<file path="src/rtl/ctrl_strobe_decoder.sv">
// Passive observer of the VeriRISC controller strobes: recovers the sequencer
// phase and instruction class, counts completions and flags protocol errors.
module ctrl_strobe_decoder #(
  parameter int COUNT_W = 16
) (
  input  logic               clk,
  input  logic               rst_,
  input  logic               load_ac,
  input  logic               mem_rd,
  input  logic               mem_wr,
  input  logic               inc_pc,
  input  logic               load_pc,
  input  logic               load_ir,
  input  logic               halt,
  output logic [2:0]         phase,
  output logic               locked,
  output logic [2:0]         op_class,
  output logic               instr_done,
  output logic               skip_taken,
  output logic [COUNT_W-1:0] instr_count,
  output logic               halted,
  output logic               violation,
  output logic [2:0]         viol_code
);

  typedef enum logic {SEEK = 1'b0, LOCKED = 1'b1} state_t;

  // strobe vector bit order: {load_ac, mem_rd, mem_wr, inc_pc, load_pc, load_ir, halt}
  localparam logic [6:0] P_NONE    = 7'b000_0000;
  localparam logic [6:0] P_RD      = 7'b010_0000;
  localparam logic [6:0] P_RD_IR   = 7'b010_0010;
  localparam logic [6:0] P_INC     = 7'b000_1000;
  localparam logic [6:0] P_INC_HLT = 7'b000_1001;
  localparam logic [6:0] P_RD_AC   = 7'b110_0000;
  localparam logic [6:0] P_PC      = 7'b000_0100;
  localparam logic [6:0] P_INC_PC  = 7'b000_1100;
  localparam logic [6:0] P_WR      = 7'b001_0000;

  localparam logic [2:0] C_HLT  = 3'd0;
  localparam logic [2:0] C_SKZ  = 3'd1;
  localparam logic [2:0] C_ALU  = 3'd2;
  localparam logic [2:0] C_STO  = 3'd3;
  localparam logic [2:0] C_JMP  = 3'd4;
  localparam logic [2:0] C_NONE = 3'd7;

  localparam logic [COUNT_W-1:0] CNT_MAX = {COUNT_W{1'b1}};
  localparam logic [COUNT_W-1:0] CNT_ONE = {{(COUNT_W-1){1'b0}}, 1'b1};

  function automatic logic [2:0] phase_code(input logic [2:0] p);
    if (p <= 3'd3) begin
      return 3'd1;
    end else begin
      return p - 3'd2;
    end
  endfunction

  logic [6:0]         strobe_s;
  logic [2:0]         exp_phase_s;
  logic               match_s;
  logic [2:0]         cls_s;
  logic               skip_s;
  state_t             state_r, state_s;
  logic               prev_fetch_r, prev_fetch_s;
  logic               hlt_r, hlt_s, alu_r, alu_s, skz_r, skz_s, jmp_r, jmp_s;
  logic [2:0]         phase_r, phase_s;
  logic               locked_r, locked_s;
  logic [2:0]         op_class_r, op_class_s;
  logic               instr_done_r, instr_done_s;
  logic               skip_taken_r, skip_taken_s;
  logic [COUNT_W-1:0] count_r, count_s;
  logic               halted_r, halted_s;
  logic               violation_r, violation_s;
  logic [2:0]         viol_code_r, viol_code_s;

  assign strobe_s = {load_ac, mem_rd, mem_wr, inc_pc, load_pc, load_ir, halt};

  // Pattern check of the sample against the expected phase, then next-state selection
  always_comb begin
    exp_phase_s = phase_r + 3'd1;
    match_s     = 1'b0;
    cls_s       = C_NONE;
    skip_s      = 1'b0;
    hlt_s       = hlt_r;
    alu_s       = alu_r;
    skz_s       = skz_r;
    jmp_s       = jmp_r;
    case (exp_phase_s)
      3'd0: match_s = (strobe_s == P_NONE);
      3'd1: match_s = (strobe_s == P_RD);
      3'd2, 3'd3: match_s = (strobe_s == P_RD_IR);
      3'd4: begin
        match_s = (strobe_s == P_INC) || (strobe_s == P_INC_HLT);
        hlt_s   = strobe_s[0];
      end
      3'd5: begin
        if (hlt_r) begin
          match_s = (strobe_s == P_NONE);
        end else begin
          match_s = (strobe_s == P_RD) || (strobe_s == P_NONE);
          alu_s   = (strobe_s == P_RD);
        end
      end
      3'd6: begin
        if (alu_r) begin
          match_s = (strobe_s == P_RD_AC);
        end else if (hlt_r) begin
          match_s = (strobe_s == P_NONE);
        end else begin
          match_s = (strobe_s == P_NONE) || (strobe_s == P_INC) || (strobe_s == P_PC);
          skz_s   = (strobe_s == P_INC);
          jmp_s   = (strobe_s == P_PC);
        end
      end
      3'd7: begin
        if (alu_r) begin
          match_s = (strobe_s == P_RD_AC);
          cls_s   = C_ALU;
        end else if (hlt_r) begin
          match_s = (strobe_s == P_NONE);
          cls_s   = C_HLT;
        end else if (jmp_r) begin
          match_s = (strobe_s == P_INC_PC);
          cls_s   = C_JMP;
        end else if (skz_r) begin
          match_s = (strobe_s == P_NONE);
          cls_s   = C_SKZ;
          skip_s  = 1'b1;
        end else begin
          match_s = (strobe_s == P_NONE) || (strobe_s == P_WR);
          if (strobe_s == P_WR) begin
            cls_s = C_STO;
          end else begin
            cls_s = C_SKZ;
          end
        end
      end
      default: match_s = 1'b0;
    endcase

    state_s      = state_r;
    prev_fetch_s = prev_fetch_r;
    phase_s      = phase_r;
    locked_s     = locked_r;
    op_class_s   = op_class_r;
    instr_done_s = 1'b0;
    skip_taken_s = skip_taken_r;
    count_s      = count_r;
    halted_s     = halted_r;
    violation_s  = 1'b0;
    viol_code_s  = viol_code_r;

    // bus contention outranks every other check, even while seeking
    if (strobe_s[5] && strobe_s[4]) begin
      state_s      = SEEK;
      prev_fetch_s = 1'b0;
      phase_s      = 3'd0;
      locked_s     = 1'b0;
      violation_s  = 1'b1;
      viol_code_s  = 3'd6;
      {hlt_s, alu_s, skz_s, jmp_s} = 4'b0000;
    end else if (state_r == SEEK) begin
      {hlt_s, alu_s, skz_s, jmp_s} = 4'b0000;
      if (prev_fetch_r && (strobe_s == P_RD_IR)) begin
        state_s      = LOCKED;
        prev_fetch_s = 1'b0;
        phase_s      = 3'd2;
        locked_s     = 1'b1;
      end else begin
        prev_fetch_s = (strobe_s == P_RD);
      end
    end else if (!match_s) begin
      state_s      = SEEK;
      prev_fetch_s = 1'b0;
      phase_s      = 3'd0;
      locked_s     = 1'b0;
      violation_s  = 1'b1;
      viol_code_s  = phase_code(exp_phase_s);
      {hlt_s, alu_s, skz_s, jmp_s} = 4'b0000;
    end else begin
      phase_s = exp_phase_s;
      if (exp_phase_s == 3'd7) begin
        instr_done_s = 1'b1;
        op_class_s   = cls_s;
        skip_taken_s = skip_s;
        halted_s     = halted_r | (cls_s == C_HLT);
        if (count_r != CNT_MAX) begin
          count_s = count_r + CNT_ONE;
        end else begin
          count_s = count_r;
        end
        {hlt_s, alu_s, skz_s, jmp_s} = 4'b0000;
      end else begin
        instr_done_s = 1'b0;
      end
    end
  end

  // State and output registers
  always_ff @(posedge clk or negedge rst_) begin
    if (!rst_) begin
      state_r      <= SEEK;
      prev_fetch_r <= 1'b0;
      hlt_r        <= 1'b0;
      alu_r        <= 1'b0;
      skz_r        <= 1'b0;
      jmp_r        <= 1'b0;
      phase_r      <= 3'd0;
      locked_r     <= 1'b0;
      op_class_r   <= C_NONE;
      instr_done_r <= 1'b0;
      skip_taken_r <= 1'b0;
      count_r      <= {COUNT_W{1'b0}};
      halted_r     <= 1'b0;
      violation_r  <= 1'b0;
      viol_code_r  <= 3'd0;
    end else begin
      state_r      <= state_s;
      prev_fetch_r <= prev_fetch_s;
      hlt_r        <= hlt_s;
      alu_r        <= alu_s;
      skz_r        <= skz_s;
      jmp_r        <= jmp_s;
      phase_r      <= phase_s;
      locked_r     <= locked_s;
      op_class_r   <= op_class_s;
      instr_done_r <= instr_done_s;
      skip_taken_r <= skip_taken_s;
      count_r      <= count_s;
      halted_r     <= halted_s;
      violation_r  <= violation_s;
      viol_code_r  <= viol_code_s;
    end
  end

  assign phase       = phase_r;
  assign locked      = locked_r;
  assign op_class    = op_class_r;
  assign instr_done  = instr_done_r;
  assign skip_taken  = skip_taken_r;
  assign instr_count = count_r;
  assign halted      = halted_r;
  assign violation   = violation_r;
  assign viol_code   = viol_code_r;

endmodule

</file>
<file path="config.mk">
export PLATFORM = sky130hd
export DESIGN_NAME = ctrl_strobe_decoder
export DESIGN_NICKNAME = d
export VERILOG_FILES = /design/src/rtl/ctrl_strobe_decoder.sv
export SDC_FILE = /design/constraint.sdc
export NUM_CORES = 1
export LEC_CHECK = 0
export CELL_PAD_IN_SITES_DETAIL_PLACEMENT = 0
export CELL_PAD_IN_SITES_GLOBAL_PLACEMENT = 1
export CORE_ASPECT_RATIO = 1.5
export CORE_MARGIN = 3
export CORE_UTILIZATION = 39
export DETAILED_ROUTE_END_ITERATION = 10
export PLACE_DENSITY = 0.8
export RECOVER_POWER = 100
export SLEW_MARGIN = 0
export SYNTH_ARGS = -nofsm -noshare
export SYNTH_HDL_FRONTEND = slang
export SYNTH_SLANG_ARGS = --single-unit
</file>
<file path="constraint.sdc">
create_clock -name clk -period 3.15 [get_ports clk]
set_input_delay 0.7875 -clock clk [delete_from_list [all_inputs] [get_ports clk]]
set_output_delay 0.7875 -clock clk [all_outputs]
set_load 0.005 [all_outputs]
</file>
==> impl_results.md <==
- Status: completed
- CTS Buf Count: 5
- Cts repair resizes: 0
- Leak: 1.17 nW
- Top-area cell type share of the netlist area: 41.9%
- Max-cap violation count: 0
- GPL Wtd Cong: 0.859
- Register area: 905 um2
- Setup_tns: 0 ns
- Synth Warn #: 0
- Vias in the first global route: 1,741
- Final-report max-slew violation count: 0
- Period Utilization, post-route: 95.1%
- Largest family of logic cells by synthesized area: simple AND/OR/NAND/NOR gates
- Final Core Density: 54.1%
- Core area: 4850 um2
- Clock Sink Count: 36
- Distinct cells, synth: 45
- Hold WC Path Type: reg -> reg
- Root Buffer: clkbuf_8
- Hpwl dp: 3490 um
- Avg WL per Cell: 14.8 um
- CTS H-Tree Depth: 2
- Area Growth Syn to Fin: 33.0%
- Row count: 31
- Post-synthesis simple-gate area fraction: 24.2%
- Worst-margin pin slew: 0.913 ns
- Synth Area in XOR/XNOR: 6.66%
- Remaining Overflow, GRT: 0
- Setup CP Type: in -> reg
- Synth area leaders: dfrtp_1 42%, xnor2_1 6.7%, ha_1 4.4%, dfstp_2 4.0%, nand3_1 3.0%
- Main flop type after synthesis: dfrtp_1
- Pre-CTS setup slack: -0.138 ns
- Slew HR: 39.1%
- Syn_nets: 214
- Initial Util: 40.7%
- Layout cells sized above 1: 12.6%
- Initial antenna violation count: 0
- Vias per cell: 5.38
- F_max: 0.334 GHz
- Area occupied by multi-input gates: 987 um2
- Minimum clock period: 3.00 ns
- Via count: 1,722
- DIE AREA: 5960 um2
- Ys async rst share: 100%
- Post-synthesis sequential area ratio: 45.9%
- Final worst setup slack: 0.153 ns
- CP endpoint kind: flop
- # DRC: 0
- WP data required: 3.31 ns
- Post-synth EDFFs: 0
- Clk buf depth: 2
- Mapped Cells: 198
- Synthesized flop and latch total: 36
- Hold Buf Count CTS: 0
- Ports: 39
- Clk_skew: 0.00457 ns
- Unrepaired setup endpoints after global routing: false
- CP startpoint kind: input port
- Final wirelength: 4740 um
- DRC marker count from the first detailed-route iteration: 65
- Crit path DAT: 3.16 ns
- Final Net Count: 269
- First-pass GRT wire length: 8070 um
- Final hold violations: 0
- Drt first pass iters: 4
- GRT Util Overall: 17.1%
- Die Span Y: 93.1 um
- Number of antenna diodes: 0
- Detail Route Antenna Nets: 0
- Filler cells: 462
- Die X: 64.1 um
- Port buffer count: 38
- Synth Cell Area: 1970 um2
- Endpoints failing setup: 0
- Largest net degree at the start of global routing: 37
- Syn Area/Cell: 9.96 um2
- Worst VDD drop: 0.000237 V
- Clock Pin Slew Worst Setup and Hold Paths: 0.07 ns
- Mux cell area share after synthesis: 2.73%
- Worst-Skew Late Latency: 0.28 ns
- TritonCTS clock tree: built
- Worst-path fanout max: 10
- Post-Synth Adder-Cell Area: 4.44%
- Synth Area in Compound Gates: 12.0%
- Cell accounting for the most synthesized area: dfrtp_1
- Power Dens Cells: 347 nW/um2
- Post-CTS Setup Bufs: 0
## sequential cells by signal, indices dropped and copies added (netlist names), 3 cells and up
signal	count
instr_count	16
phase	3
op_class	3
viol_code	3
## cells by family after synthesis
| logic type | Yosys count |
|---|---|
| mux | 5 |
| buf+inv | 19 |
| fa+ha+maj | 7 |
| simple gates | 83 |
| flops | 36 |
| compound gates | 33 |
| xor+xnor | 15 |
## through the flow
step	total power, W	hold slack (ns)	instances	cell area, um2
global placement	0.000589	0.484	312	2540
finish	0.000910	0.499	320	2620
CTS	0.000933	0.502	320	2640
detailed placement	0.000589	0.485	312	2540
floorplan	0.000528	0.468	198	1970
global route	0.000955	0.514	320	2620
## routing by layer
| metal | track usage (%) | share of wire (%) |
|---|---|---|
| met2 | 29.9 | 54 |
| met4 | 7.57 | 1.8 |
| met3 | 3.85 | 3.4 |
| met5 | 0 | 0 |
| met1 | 19.8 | 41 |
## Yosys cell counts (4+ instances only)
cell       n
nand3_1   12
a21oi_1    9
nor2_1    10
and4_1     4
xnor2_1   15
and3_1     8
nand4_1    9
ha_1       7
nor3_1    10
inv_1      8
o21ai_0    5
clkbuf_1   8
nand2_1   10
dfrtp_1   33
## worst paths after layout
| check | depth (start not counted) | slack, ns | endpoint | start |
|---|---|---|---|---|
| setup / recovery | 8 | 0.15 | instr_count[1] | load_ir |
| hold / removal | 1 | 0.50 | instr_count[15] | instr_count[15] |
| setup reg to reg | 9 | 0.27 | instr_count[1] | phase[0] |
| hold reg to reg | 1 | 0.50 | instr_count[15] | instr_count[15] |
| max in group asynchronous | 2 | 1.42 | locked | rst_ |
| min in group asynchronous | 2 | 1.16 | instr_done | rst_ |
## power breakdown
part	switching (W)	total, W	leakage, nW	internal [W]
Sequential	0.00000204	0.000467	0.468	0.000465
Combinational	0.0000597	0.000108	0.650	0.0000479
Clock	0.000161	0.000335	0.0510	0.000174
Total	0.000223	0.000910	1.17	0.000687
## layout by cell type, fill, tap and decap left out, types with 3 or more instances in the layout
cell type,count
a211oi_1,3
a21oi_1,9
and3_1,8
and4_1,4
buf_4,12
clkbuf_4,5
clkbuf_8,6
clkdlybuf4s50_1,7
dfrtp_1,33
dfstp_2,3
dlygate4sd3_1,31
ha_1,7
inv_1,8
mux2_1,3
nand2_1,10
nand3_1,12
nand4_1,9
nand4b_1,3
nor2_1,10
nor3_1,10
nor4_1,3
o21ai_0,5
o22a_1,3
xnor2_1,15
## critical path, cell delays in order
cell	delay [ns]
clkdlybuf4s50_1	0.42
or4_1	0.55
nand4b_1	0.19
a2111o_1	0.45
a31oi_4	0.17
buf_4	0.19
nand2_1	0.09
mux2_1	0.32
## area by class of cell
class / instances / share of cell area [%]
Clock buffer: 6 / 3.15
Clock inverter: 2 / 0.382
Inverter: 8 / 1.15
Multi-Input combinational cell: 143 / 37.6
Sequential cell: 36 / 34.5
Tap cell: 66 / 3.15
Timing Repair Buffer: 59 / 20.0
No activity file was read; power rests on OpenSTA's default activity.
